### config.mk
export PLATFORM = sky130hd
export DESIGN_NAME = retospect_neurochip_flat
export DESIGN_NICKNAME = d
export VERILOG_FILES = /design/src/rtl/retospect_neurochip_pkg.sv /design/src/rtl/retospect_neurochip_if.sv /design/src/rtl/retospect_neurochip_lif_neuron.sv /design/src/rtl/retospect_neurochip.sv /design/src/flat_wrapper.sv
export SDC_FILE = /design/constraint.sdc
export NUM_CORES = 1
export LEC_CHECK = 0
export CORE_ASPECT_RATIO = 0.8
export CORE_MARGIN = 5
export CORE_UTILIZATION = 35
export DETAILED_ROUTE_END_ITERATION = 16
export PLACE_DENSITY = 0.58
export SLEW_MARGIN = 30
export SYNTH_ARGS = -nofsm -noshare
export SYNTH_HDL_FRONTEND = slang
export SYNTH_SLANG_ARGS = --single-unit
### constraint.sdc
create_clock -name clk -period 17.4 [get_ports clk]
set_clock_uncertainty 0.1 [all_clocks]
set_input_delay 3.48 -clock clk [delete_from_list [all_inputs] [get_ports clk]]
set_output_delay 3.48 -clock clk [all_outputs]
set_load 0.005 [all_outputs]
### src/rtl/retospect_neurochip_pkg.sv
// +----------------------------------------------------------------------+
// | neurochip_pkg : sizes, register map and types for the LIF array      |
// | Revision: 1.0                                                        |
// +----------------------------------------------------------------------+
`default_nettype none

package neurochip_pkg;

  localparam int NUM_NEURONS = 4;
  localparam int V_WIDTH     = 8;
  localparam int W_WIDTH     = 8;
  localparam int REFR_WIDTH  = 4;
  // Worst case |v + 4*w - leak| stays below 1024, so 12 signed bits never overflow.
  localparam int SUM_WIDTH   = 12;

  localparam logic [4:0] ADDR_W_BASE   = 5'h00;
  localparam logic [4:0] ADDR_THR_BASE = 5'h10;
  localparam logic [4:0] ADDR_LEAK     = 5'h14;
  localparam logic [4:0] ADDR_REFR     = 5'h15;

  localparam logic [V_WIDTH-1:0] THR_RESET = 8'd128;

  typedef logic signed [W_WIDTH-1:0] weight_t;

endpackage

`default_nettype wire

### src/rtl/retospect_neurochip_if.sv
// +----------------------------------------------------------------------+
// | retospect_neurochip_if : TinyTapeout tile pin bundle                 |
// | Revision: 1.0                                                        |
// +----------------------------------------------------------------------+
`default_nettype none

interface retospect_neurochip_if;
  logic       ena;
  logic [7:0] ui_in;
  logic [7:0] uo_out;
  logic [7:0] uio_in;
  logic [7:0] uio_out;
  logic [7:0] uio_oe;

  modport master (output ena, ui_in, uio_in, input uo_out, uio_out, uio_oe);
  modport slave  (input ena, ui_in, uio_in, output uo_out, uio_out, uio_oe);
endinterface

`default_nettype wire

### src/rtl/retospect_neurochip_lif_neuron.sv
// +----------------------------------------------------------------------+
// | lif_neuron : one leaky integrate-and-fire neuron with refractory     |
// | Revision: 1.0                                                        |
// +----------------------------------------------------------------------+
`default_nettype none

module lif_neuron
  import neurochip_pkg::*;
(
  input  logic                  clk,
  input  logic                  rst_n,
  input  logic [NUM_NEURONS-1:0] s,
  input  weight_t               w [NUM_NEURONS],
  input  logic [V_WIDTH-1:0]    thr,
  input  logic [V_WIDTH-1:0]    leak,
  input  logic [REFR_WIDTH-1:0] refr,
  input  logic                  run,
  input  logic                  cfg,
  output logic [V_WIDTH-1:0]    v,
  output logic                  spike
);

  localparam logic signed [SUM_WIDTH-1:0] V_MAX = 12'sd255;

  logic signed [SUM_WIDTH-1:0] sum;
  logic [V_WIDTH-1:0]          v_clamp;
  logic [REFR_WIDTH-1:0]       rcnt;

  always_comb begin
    sum = {{(SUM_WIDTH-V_WIDTH){1'b0}}, v};
    for (int i = 0; i < NUM_NEURONS; i++) begin
      if (s[i]) sum = sum + {{(SUM_WIDTH-W_WIDTH){w[i][W_WIDTH-1]}}, w[i]};
    end
    sum = sum - {{(SUM_WIDTH-V_WIDTH){1'b0}}, leak};
    if (sum[SUM_WIDTH-1])  v_clamp = '0;
    else if (sum > V_MAX)  v_clamp = '1;
    else                   v_clamp = sum[V_WIDTH-1:0];
  end

  always_ff @(posedge clk or negedge rst_n) begin
    if (!rst_n) begin
      v     <= '0;
      spike <= 1'b0;
      rcnt  <= '0;
    end else if (cfg) begin
      spike <= 1'b0;
    end else if (run) begin
      if (rcnt != '0) begin
        rcnt  <= rcnt - 1'b1;
        v     <= '0;
        spike <= 1'b0;
      end else if (v_clamp >= thr) begin
        spike <= 1'b1;
        v     <= '0;
        rcnt  <= refr;
      end else begin
        spike <= 1'b0;
        v     <= v_clamp;
      end
    end
  end

endmodule

`default_nettype wire

### src/rtl/retospect_neurochip.sv
// +----------------------------------------------------------------------+
// | retospect_neurochip : 4-neuron LIF array TinyTapeout tile top        |
// | Revision: 1.0                                                        |
// +----------------------------------------------------------------------+
`default_nettype none

module retospect_neurochip
  import neurochip_pkg::*;
(
  input  logic                 clk,
  input  logic                 rst_n,
  retospect_neurochip_if.slave bus
);

  logic                   cfg_we;
  logic [4:0]             addr;
  logic                   rec_sel;
  logic [1:0]             probe_sel;
  logic                   run;
  logic                   cfg;
  logic [NUM_NEURONS-1:0] s_ext;
  logic [NUM_NEURONS-1:0] s_in;
  logic [NUM_NEURONS-1:0] spike;

  weight_t                w    [NUM_NEURONS][NUM_NEURONS];
  logic [V_WIDTH-1:0]     thr  [NUM_NEURONS];
  logic [V_WIDTH-1:0]     v    [NUM_NEURONS];
  logic [V_WIDTH-1:0]     leak;
  logic [REFR_WIDTH-1:0]  refr;

  assign cfg_we    = bus.ui_in[7];
  assign addr      = bus.ui_in[4:0];
  assign s_ext     = bus.ui_in[3:0];
  assign rec_sel   = bus.ui_in[4];
  assign probe_sel = bus.ui_in[6:5];
  assign cfg       = bus.ena & cfg_we;
  assign run       = bus.ena & ~cfg_we;
  assign s_in      = rec_sel ? spike : s_ext;

  // Addresses 0x16-0x1F fall through every branch and are silently dropped.
  always_ff @(posedge clk or negedge rst_n) begin
    if (!rst_n) begin
      for (int n = 0; n < NUM_NEURONS; n++) begin
        thr[n] <= THR_RESET;
        for (int i = 0; i < NUM_NEURONS; i++) w[n][i] <= '0;
      end
      leak <= '0;
      refr <= '0;
    end else if (cfg) begin
      if (addr < ADDR_THR_BASE)    w[addr[3:2]][addr[1:0]] <= weight_t'(bus.uio_in);
      else if (addr < ADDR_LEAK)   thr[addr[1:0]] <= bus.uio_in;
      else if (addr == ADDR_LEAK)  leak <= bus.uio_in;
      else if (addr == ADDR_REFR)  refr <= bus.uio_in[REFR_WIDTH-1:0];
    end
  end

  generate
    for (genvar n = 0; n < NUM_NEURONS; n++) begin : g_neuron
      lif_neuron u_neuron (
        .clk   (clk),
        .rst_n (rst_n),
        .s     (s_in),
        .w     (w[n]),
        .thr   (thr[n]),
        .leak  (leak),
        .refr  (refr),
        .run   (run),
        .cfg   (cfg),
        .v     (v[n]),
        .spike (spike[n])
      );
    end
  endgenerate

  assign bus.uo_out  = {v[probe_sel][V_WIDTH-1:V_WIDTH-4], spike};
  assign bus.uio_out = 8'h00;
  assign bus.uio_oe  = 8'h00;

endmodule

`default_nettype wire

### src/flat_wrapper.sv
// flat-port wrapper written by rule: the top's interface ports become plain ports
module retospect_neurochip_flat import neurochip_pkg::*;
  (clk, rst_n, bus_ena, bus_ui_in, bus_uio_in, bus_uo_out, bus_uio_out, bus_uio_oe);
  retospect_neurochip_if bus_i ();
  input  logic clk;
  input  logic rst_n;
  input wire logic [$bits(bus_i.ena)-1:0] bus_ena;
  input wire logic [$bits(bus_i.ui_in)-1:0] bus_ui_in;
  input wire logic [$bits(bus_i.uio_in)-1:0] bus_uio_in;
  output wire logic [$bits(bus_i.uo_out)-1:0] bus_uo_out;
  output wire logic [$bits(bus_i.uio_out)-1:0] bus_uio_out;
  output wire logic [$bits(bus_i.uio_oe)-1:0] bus_uio_oe;
  assign bus_i.ena = bus_ena;
  assign bus_i.ui_in = bus_ui_in;
  assign bus_i.uio_in = bus_uio_in;
  assign bus_uo_out = bus_i.uo_out;
  assign bus_uio_out = bus_i.uio_out;
  assign bus_uio_oe = bus_i.uio_oe;
  retospect_neurochip u_core (.clk(clk), .rst_n(rst_n), .bus(bus_i));
endmodule
; ---- Word level (Yosys, flattened, before mapping)
; Cells that the tools add are included.
[classes]
eq_ne = 2
reduce_logical = 20
n_bitwise = 10
addsub = 24
n_lt_le_gt_ge = 15
mux = 66
[ops]
columns = cell, count
row1 = two-way mux 12 bit, 16
row2 = two-way mux 8 bit, 19
row3 = adder 12 bit, 12
row4 = bitwise mux 128 bit, 1
row5 = demux 32 bit (select 2 bit), 1
row6 = "> comparator 12 x 9 -> 1 bit, second input constant", 4
row7 = subtractor 12 x 8 -> 12 bit, 4
row8 = adder 9 x 8 -> 10 bit, 4
row9 = two-way mux 4 bit, 9
row10 = bitwise mux 32 bit, 1
row11 = greater-or-equal comparator 8 bit, 4
row12 = two-way mux 32 bit, 1
row13 = binary-select mux 8 bit (select 2 bit), 1
row14 = demux 8 bit (select 2 bit), 1
row15 = two-way mux 1 bit, 16
row16 = nonzero test 4 bit, 4
row17 = "subtractor 4 x 1 -> 4 bit, second input constant", 4
row18 = AND reduction 3 bit, 5
row19 = "equality test 5 bit, second input constant", 2
row20 = "< comparator 5 bit, second input constant", 2
row21 = nonzero test 2 bit, 5
row22 = "greater-or-equal comparator 3 bit, second input constant", 3
row23 = NOT 2 -> 3 bit, 3
row24 = "< comparator 3 x 1 -> 1 bit, second input constant", 2
row25 = other kinds (6), 13
[word_totals]
elab_cells = 171
input_bits = 19
register_bits = 224
out_inout_bits = 24

; ---- Logic depth before layout (Yosys ltp)
[depth]
ltp_word = 17
depth_mapped = 47
mapped_depth_nobuf = 47

; ---- Hierarchy
; Synthesis repeated with hierarchy kept, for this count alone.
[unflattened]
cells_unflattened = 2377
area_unflattened_um2 = 21879.7
[modules_own_cells]
columns = mod, seq_area_each_um2, area_each_um2, n_inst, cells_each
row1 = lif_neuron at u_core.g_neuron[1].u_neuron ..., 325.3, 3711.1, 2, 485
row2 = retospect_neurochip, 4309.1, 6926.6, 1, 431
row3 = lif_neuron at u_core.g_neuron[0].u_neuron, 325.3, 3829.9, 1, 494
row4 = lif_neuron at u_core.g_neuron[3].u_neuron, 325.3, 3701.0, 1, 482

; ---- Least setup slack after synthesis
; OpenSTA, ideal clock, no wires.
[synth_path]
path_kind = input -> register
startpoint = in bus_ui_in[4]
endpoint = reg u_core.g_neuron[0].u_neuron.v[0]
required_ns = 17.205
n_path_buf = 3
slack_ns = 5.088
setup_ns = 0.095
path_stages = 40
t_arrival_ns = 12.116
path_cell_list = mux2i_1 -> buf_2 -> clkbuf_1 -> clkbuf_1 -> mux2i_1 -> inv_1 -> ha_1 -> fa_1 -> a211oi_1 -> o21bai_1 -> a21oi_1 -> xnor2_1 -> mux2_2 -> ha_1 -> a2111oi_0 -> o211ai_1 -> nand2_1 -> xor2_1 -> (+4 left out) -> a21o_1 -> ha_1 -> o41ai_1 -> or3b_2 -> a21oi_1 -> o21a_1 -> nand2b_1 -> ha_1 -> nand2b_1 -> a21o_1 -> a21o_1 -> a21o_1 -> a21o_1 -> a21oi_1 -> o21ai_0 -> nor3_1 -> inv_1 -> o31ai_1
[synth_via]
elab_chain_cells = 15
[synth_lines]
columns = item, line_no
row1 = from (decl), flat_wrapper.sv:8  ; input wire logic [$bits(bus_i.ui_in)-1:0] bus_ui_in;
row2 = two-way mux 4 bit *, retospect_neurochip.sv:38  ; assign s_in = rec_sel ? spike : s_ext;
row3 = two-way mux 12 bit, retospect_neurochip_lif_neuron.sv:32  ; if (s[i]) sum = sum + {{(SUM_WIDTH-W_WIDTH){w[i][W_WIDTH-1]}}, w[i]};
row4 = adder 12 bit, retospect_neurochip_lif_neuron.sv:32
row5 = two-way mux 12 bit, retospect_neurochip_lif_neuron.sv:32
row6 = adder 12 bit, retospect_neurochip_lif_neuron.sv:32
row7 = two-way mux 12 bit, retospect_neurochip_lif_neuron.sv:32
row8 = adder 12 bit, retospect_neurochip_lif_neuron.sv:32
row9 = two-way mux 12 bit *, retospect_neurochip_lif_neuron.sv:32
row10 = subtractor 12 x 8 -> 12 bit *, retospect_neurochip_lif_neuron.sv:34  ; sum = sum - {{(SUM_WIDTH-V_WIDTH){1'b0}}, leak};
row11 = > comparator 12 x 9 -> 1 bit, retospect_neurochip_lif_neuron.sv:36  ; else if (sum > V_MAX) v_clamp = '1;
row12 = two-way mux 8 bit, retospect_neurochip_lif_neuron.sv:36
row13 = two-way mux 8 bit *, retospect_neurochip_lif_neuron.sv:35  ; if (sum[SUM_WIDTH-1]) v_clamp = '0;
row14 = greater-or-equal comparator 8 bit, retospect_neurochip_lif_neuron.sv:52  ; end else if (v_clamp >= thr) begin
row15 = two-way mux 8 bit *, retospect_neurochip_lif_neuron.sv:52
row16 = two-way mux 8 bit *, retospect_neurochip_lif_neuron.sv:48  ; if (rcnt != '0) begin
row17 = to (signal assigned), retospect_neurochip_lif_neuron.sv:58  ; v <= v_clamp;
row18 = to (decl), retospect_neurochip_lif_neuron.sv:19  ; output logic [V_WIDTH-1:0] v,
; Every way passes the cells marked *; elsewhere a longest branch is shown, timed or not.
; A chain may end at the register's enable or synchronous reset.

; ---- Worst setup path in the final report
; Same ends and word-level chain as after synthesis.

==> results.txt <==
The flow ran to the end, and the final reports show no timing, DRC or antenna violations. The clock sink count came out at 224. OpenSTA, run right after detailed placement, puts the worst setup slack at 2.91 ns.

The count of nets left with antenna violations once routing finished came out at 0. For this design, the slowest cell found on the critical path is sky130_fd_sc_hd__clkdlybuf4s50_1. The kind of path behind the tightest hold check is reg2reg.

The classification of the worst setup path is in2reg. The headroom to the max-slew limit is a little over a third. The count of synthesis-stage warnings from yosys came out at 0. The detailed placer's ending HPWL is 45400 um. In this run the most critical hold path is launched from u_core.g_neuron[1].u_neuron.rcnt[1].

The worst path buffer plus inverter count is 4. The count of buffers inserted at the top-level ports is 26. The number of top-level design ports came out at 43. The number of global-route vias before repair came out at 17000. The register cell area after layout came out at approximately 5600 um2.

The worst setup path is launched from an input port. The core box area is 58500 um2. In the synthesized netlist the dominant register cell turns out to be sky130_fd_sc_hd__dfrtp_1.

The final routed DRC violation total came out at 0. The total of fill cells in the finished design is 5814. For this design the ratio of total power to cell area is 168 nW/um2. The final wirelength came out at 63500 um. The initial standard-cell utilization of the core is 35.5%. The detail-routed net length per standard cell came out at 20.2 um. In this run the critical register-to-register path is launched from u_core.g_neuron[0].u_neuron.spike. The area fraction of the dominant cell type after synthesis is 26.5%.

The final weighted congestion in routability-driven placement is approximately 0.85. The leakage power figure is roughly 11 nW. The average cell area after synthesis came out at ~9 um2.

Row generation in the floorplan step produced 79 rows. The post-synthesis sequential area ratio is between 20% and 30%. At the worst endpoint, the arrival time is approximately 14 ns. The synthesized-area fraction occupied by adder cells is between 10% and 20%.

The cell area that synthesis handed to floorplanning was 20800 um2. Setup repair after global routing left no endpoint under its margin. The kind of cell with the highest combined delay along the critical path is compound AO/OA/AOI/OAI gates. The xor and xnor area share after synthesis is 5.61%. The number of distinct library cell variants in the gate-level netlist after synthesis is 92. The worst hold path terminates at u_core.g_neuron[1].u_neuron.rcnt[1]. The first-pass detailed-route iteration total is 7. The highest ir drop seen on vdd is around 0.00009 V. In this run, post-CTS hold repair placed 0 buffers. The final total negative setup slack is 0 ns. The overall routing resource usage is 19.2%. After synthesis, the cell types taking the most area are sky130_fd_sc_hd__dfrtp_1 (26%), sky130_fd_sc_hd__ha_1 (14%), sky130_fd_sc_hd__mux2_2 (9.9%). The critical path's most frequent cell is sky130_fd_sc_hd__a21o_1. The deepest clock path buffer count came out at 3. The proportion of register bits with asynchronous set or reset after synthesis came out at 100%.

The number of cells on the worst hold path came out at 2. Of all cell types, the one taking the most synthesized area is sky130_fd_sc_hd__dfrtp_1. The wire length of the first global-routing pass came out at 98000 um. The die boundary width is 282 um. The initial detailed-routing violation count came out at 1210. The synthesized netlist devotes ~20% of its cell area to compound gates.

The number of synthesized register bits is about 220. Synthesis produced 2361 cells. The number of maximum-capacitance constraint violations is 0. The largest stage delay on the critical path is 0.94 ns. The number of buffers created by CTS came out at 26. The H-tree depth reported by CTS is 1. The clock transition time at the flip-flop clock pins of the worst setup and hold paths is 0.07 ns. The residual overflow from global routing came out at 0. The area enclosed by the die boundary came out at 64400 um2. Data on the critical path is required at its endpoint by about 18 ns.

The number of gates given a new drive strength after cts is 0. The initial antenna violation count was 2. For the worst flop-to-flop path, the logic depth is 38.

In this run the critical register-to-register path is captured at u_core.g_neuron[0].u_neuron.v[0]. After synthesis, the largest family of logic cells by area is compound AO/OA/AOI/OAI gates. The clock tree from TritonCTS is built.

The portion of the clock cycle consumed by the worst path in the final layout is 81.2%. The least setup slack across all paths after layout is 3.27 ns. Entering global routing, the biggest net connects 79 pins. The post-synthesis to final-layout area growth is 9.82%.

The top fanout value on the critical path is 22. The maximum clock rate is 70.8 MHz. The final-report setup violation count came out at 0. For flop-to-flop paths, the worst setup slack is 6.86 ns. The post-route minimum period is 14.13 ns. In the routed layout, each cell is associated on average with a via count of 5.63. Of the post-synthesis cell area, the part taken by muxes is between 10% and 20%. The final hold violation count came out at 0.

The fraction of the mapped netlist area in simple logic gates came out at around 15%. The total count of max-transition violations in the final report came to 0. CTS placed an instance of sky130_fd_sc_hd__clkbuf_16 at the clock tree root. The layout net count is 2641. The worst setup path is captured at a flip-flop.

The fraction of layout cells with a size suffix above 1 came out at 12.3%. The vias after detailed routing came out at 17700. At the pin with the least slew margin, the transition time is 0.949 ns.

In this run the post-CTS setup repair buffer count came out at 0. The number of enable-type register cells in the synthesized netlist is 0. The insertion delay to the later sink of the worst-skew pair came out at 0.57 ns.

The floorplan step set the die height to roughly 230 um. The combined area of the multi-input logic cells came out at approximately 14000 um2.
[cell usage after synthesis, types with 9 or more instances]
cell	instances
sky130_fd_sc_hd__and2_1	17
sky130_fd_sc_hd__ha_1	240
sky130_fd_sc_hd__nor2_1	217
sky130_fd_sc_hd__mux2_2	183
sky130_fd_sc_hd__nand3_1	28
sky130_fd_sc_hd__inv_1	136
sky130_fd_sc_hd__mux2i_1	24
sky130_fd_sc_hd__o21ai_0	182
sky130_fd_sc_hd__or3_1	18
sky130_fd_sc_hd__buf_4	20
sky130_fd_sc_hd__or4_1	10
sky130_fd_sc_hd__a21o_1	59
sky130_fd_sc_hd__o21a_1	40
sky130_fd_sc_hd__o31ai_1	15
sky130_fd_sc_hd__nand2b_1	34
sky130_fd_sc_hd__clkbuf_1	48
sky130_fd_sc_hd__o22ai_1	16
sky130_fd_sc_hd__and3_1	10
sky130_fd_sc_hd__a31oi_1	10
sky130_fd_sc_hd__xor2_1	60
sky130_fd_sc_hd__buf_2	9
sky130_fd_sc_hd__dfrtp_1	220
sky130_fd_sc_hd__o211ai_1	12
sky130_fd_sc_hd__nor2b_1	35
sky130_fd_sc_hd__buf_1	13
sky130_fd_sc_hd__a211oi_1	38
sky130_fd_sc_hd__xnor2_1	64
sky130_fd_sc_hd__a211o_1	9
sky130_fd_sc_hd__o21bai_1	17
sky130_fd_sc_hd__o21ai_1	25
sky130_fd_sc_hd__fa_1	20
sky130_fd_sc_hd__nor3_1	52
sky130_fd_sc_hd__a21oi_1	159
sky130_fd_sc_hd__nand2_1	185
[power breakdown]
group / internal, mW / switching [mW]
clock: 0.382 / 0.245
combinational: 1.04 / 1.45
sequential: 0.619 / 0.0974
[routing by layer]
metal	up-vias	track usage (%)	wire, um
met4	0	4.87	1760
li1	8498	-	-
met2	506	29.2	27100
met1	8621	27.9	30000
met3	109	3.86	4680
met5	-	0	0
[cells by family (layout without fill, tap and decap cells)]
family / Yosys count / in the layout
compound gates: 657 / 657
other cells: 1 / 17
fa+ha+maj: 260 / 260
flops: 224 / 224
xor+xnor: 128 / 128
mux: 212 / 212
buf+inv: 227 / 232
simple gates: 652 / 652
[how the worst max path moves through the flow]
stage                      start                               end  slack (ns)  cells past startpoint
floorplan           bus_ui_in[4]  u_core.g_neuron[0].u_neuron.v[0]        5.09                     40
global placement    bus_ui_in[4]  u_core.g_neuron[0].u_neuron.v[0]        3.12                     39
detailed placement  bus_ui_in[4]  u_core.g_neuron[0].u_neuron.v[0]        2.91                     39
CTS                 bus_ui_in[4]  u_core.g_neuron[0].u_neuron.v[0]        3.45                     39
global route        bus_ui_in[4]  u_core.g_neuron[0].u_neuron.v[0]        2.54                     39
finish              bus_ui_in[4]  u_core.g_neuron[0].u_neuron.v[0]        3.27                     39
[layout make-up]
cell class | count | share of cell area [%]
Clock buffer | 38 | 3.41
Sequential cell | 224 | 24.6
Clock inverter | 9 | 0.762
Inverter | 136 | 2.24
Antenna cell | 1 | 0.0110
Tap cell | 769 | 4.22
Timing Repair Buffer | 49 | 1.93
Multi-Input combinational cell | 1925 | 62.8
[cell usage in the layout (no fill, tap or decap), drive strengths merged, types with 20 or more instances in the layout]
cell and instances:
o21ai 207, nor2 217, clkbuf 38, ha 240
dfrtp 220, mux2i 24, xnor2 66, mux2 184
a211oi 39, buf 25, clkdlybuf4s50 24, a21oi 159
nor3 53, nand2b 34, a21o 59, o21a 40
fa 20, nand2 185, xor2 60, inv 136
nor2b 35, nand3 28
[worst min-delay path, cell delays in order, from the launching register on]
cell	delay, ns
sky130_fd_sc_hd__dfrtp_1	0.35
sky130_fd_sc_hd__nand2_1	0.05
sky130_fd_sc_hd__o21ai_0	0.06
[state kept, by name, indices dropped and copies added (netlist names)]
| name | cells |
|---|---|
| u_core.w | 128 |
| u_core.g_neuron.u_neuron.v | 32 |
| u_core.thr | 32 |
| u_core.g_neuron.u_neuron.rcnt | 16 |
| u_core.leak | 8 |
| u_core.g_neuron.u_neuron.spike | 4 |
| u_core.refr | 4 |
[through the flow]
step	utilization (%)	cells	hold slack [ns]	total power, mW	cell area, um2
finish	39.0	3151	0.401	3.84	22800
global route	39.0	3150	0.422	4.19	22800
CTS	39.0	3150	0.407	3.83	22800
detailed placement	37.3	3103	0.392	3.17	21900
global placement	37.3	3103	0.387	3.10	21800
floorplan	-	2376	0.365	2.59	20800
No activity file was read; power rests on OpenSTA's default activity.
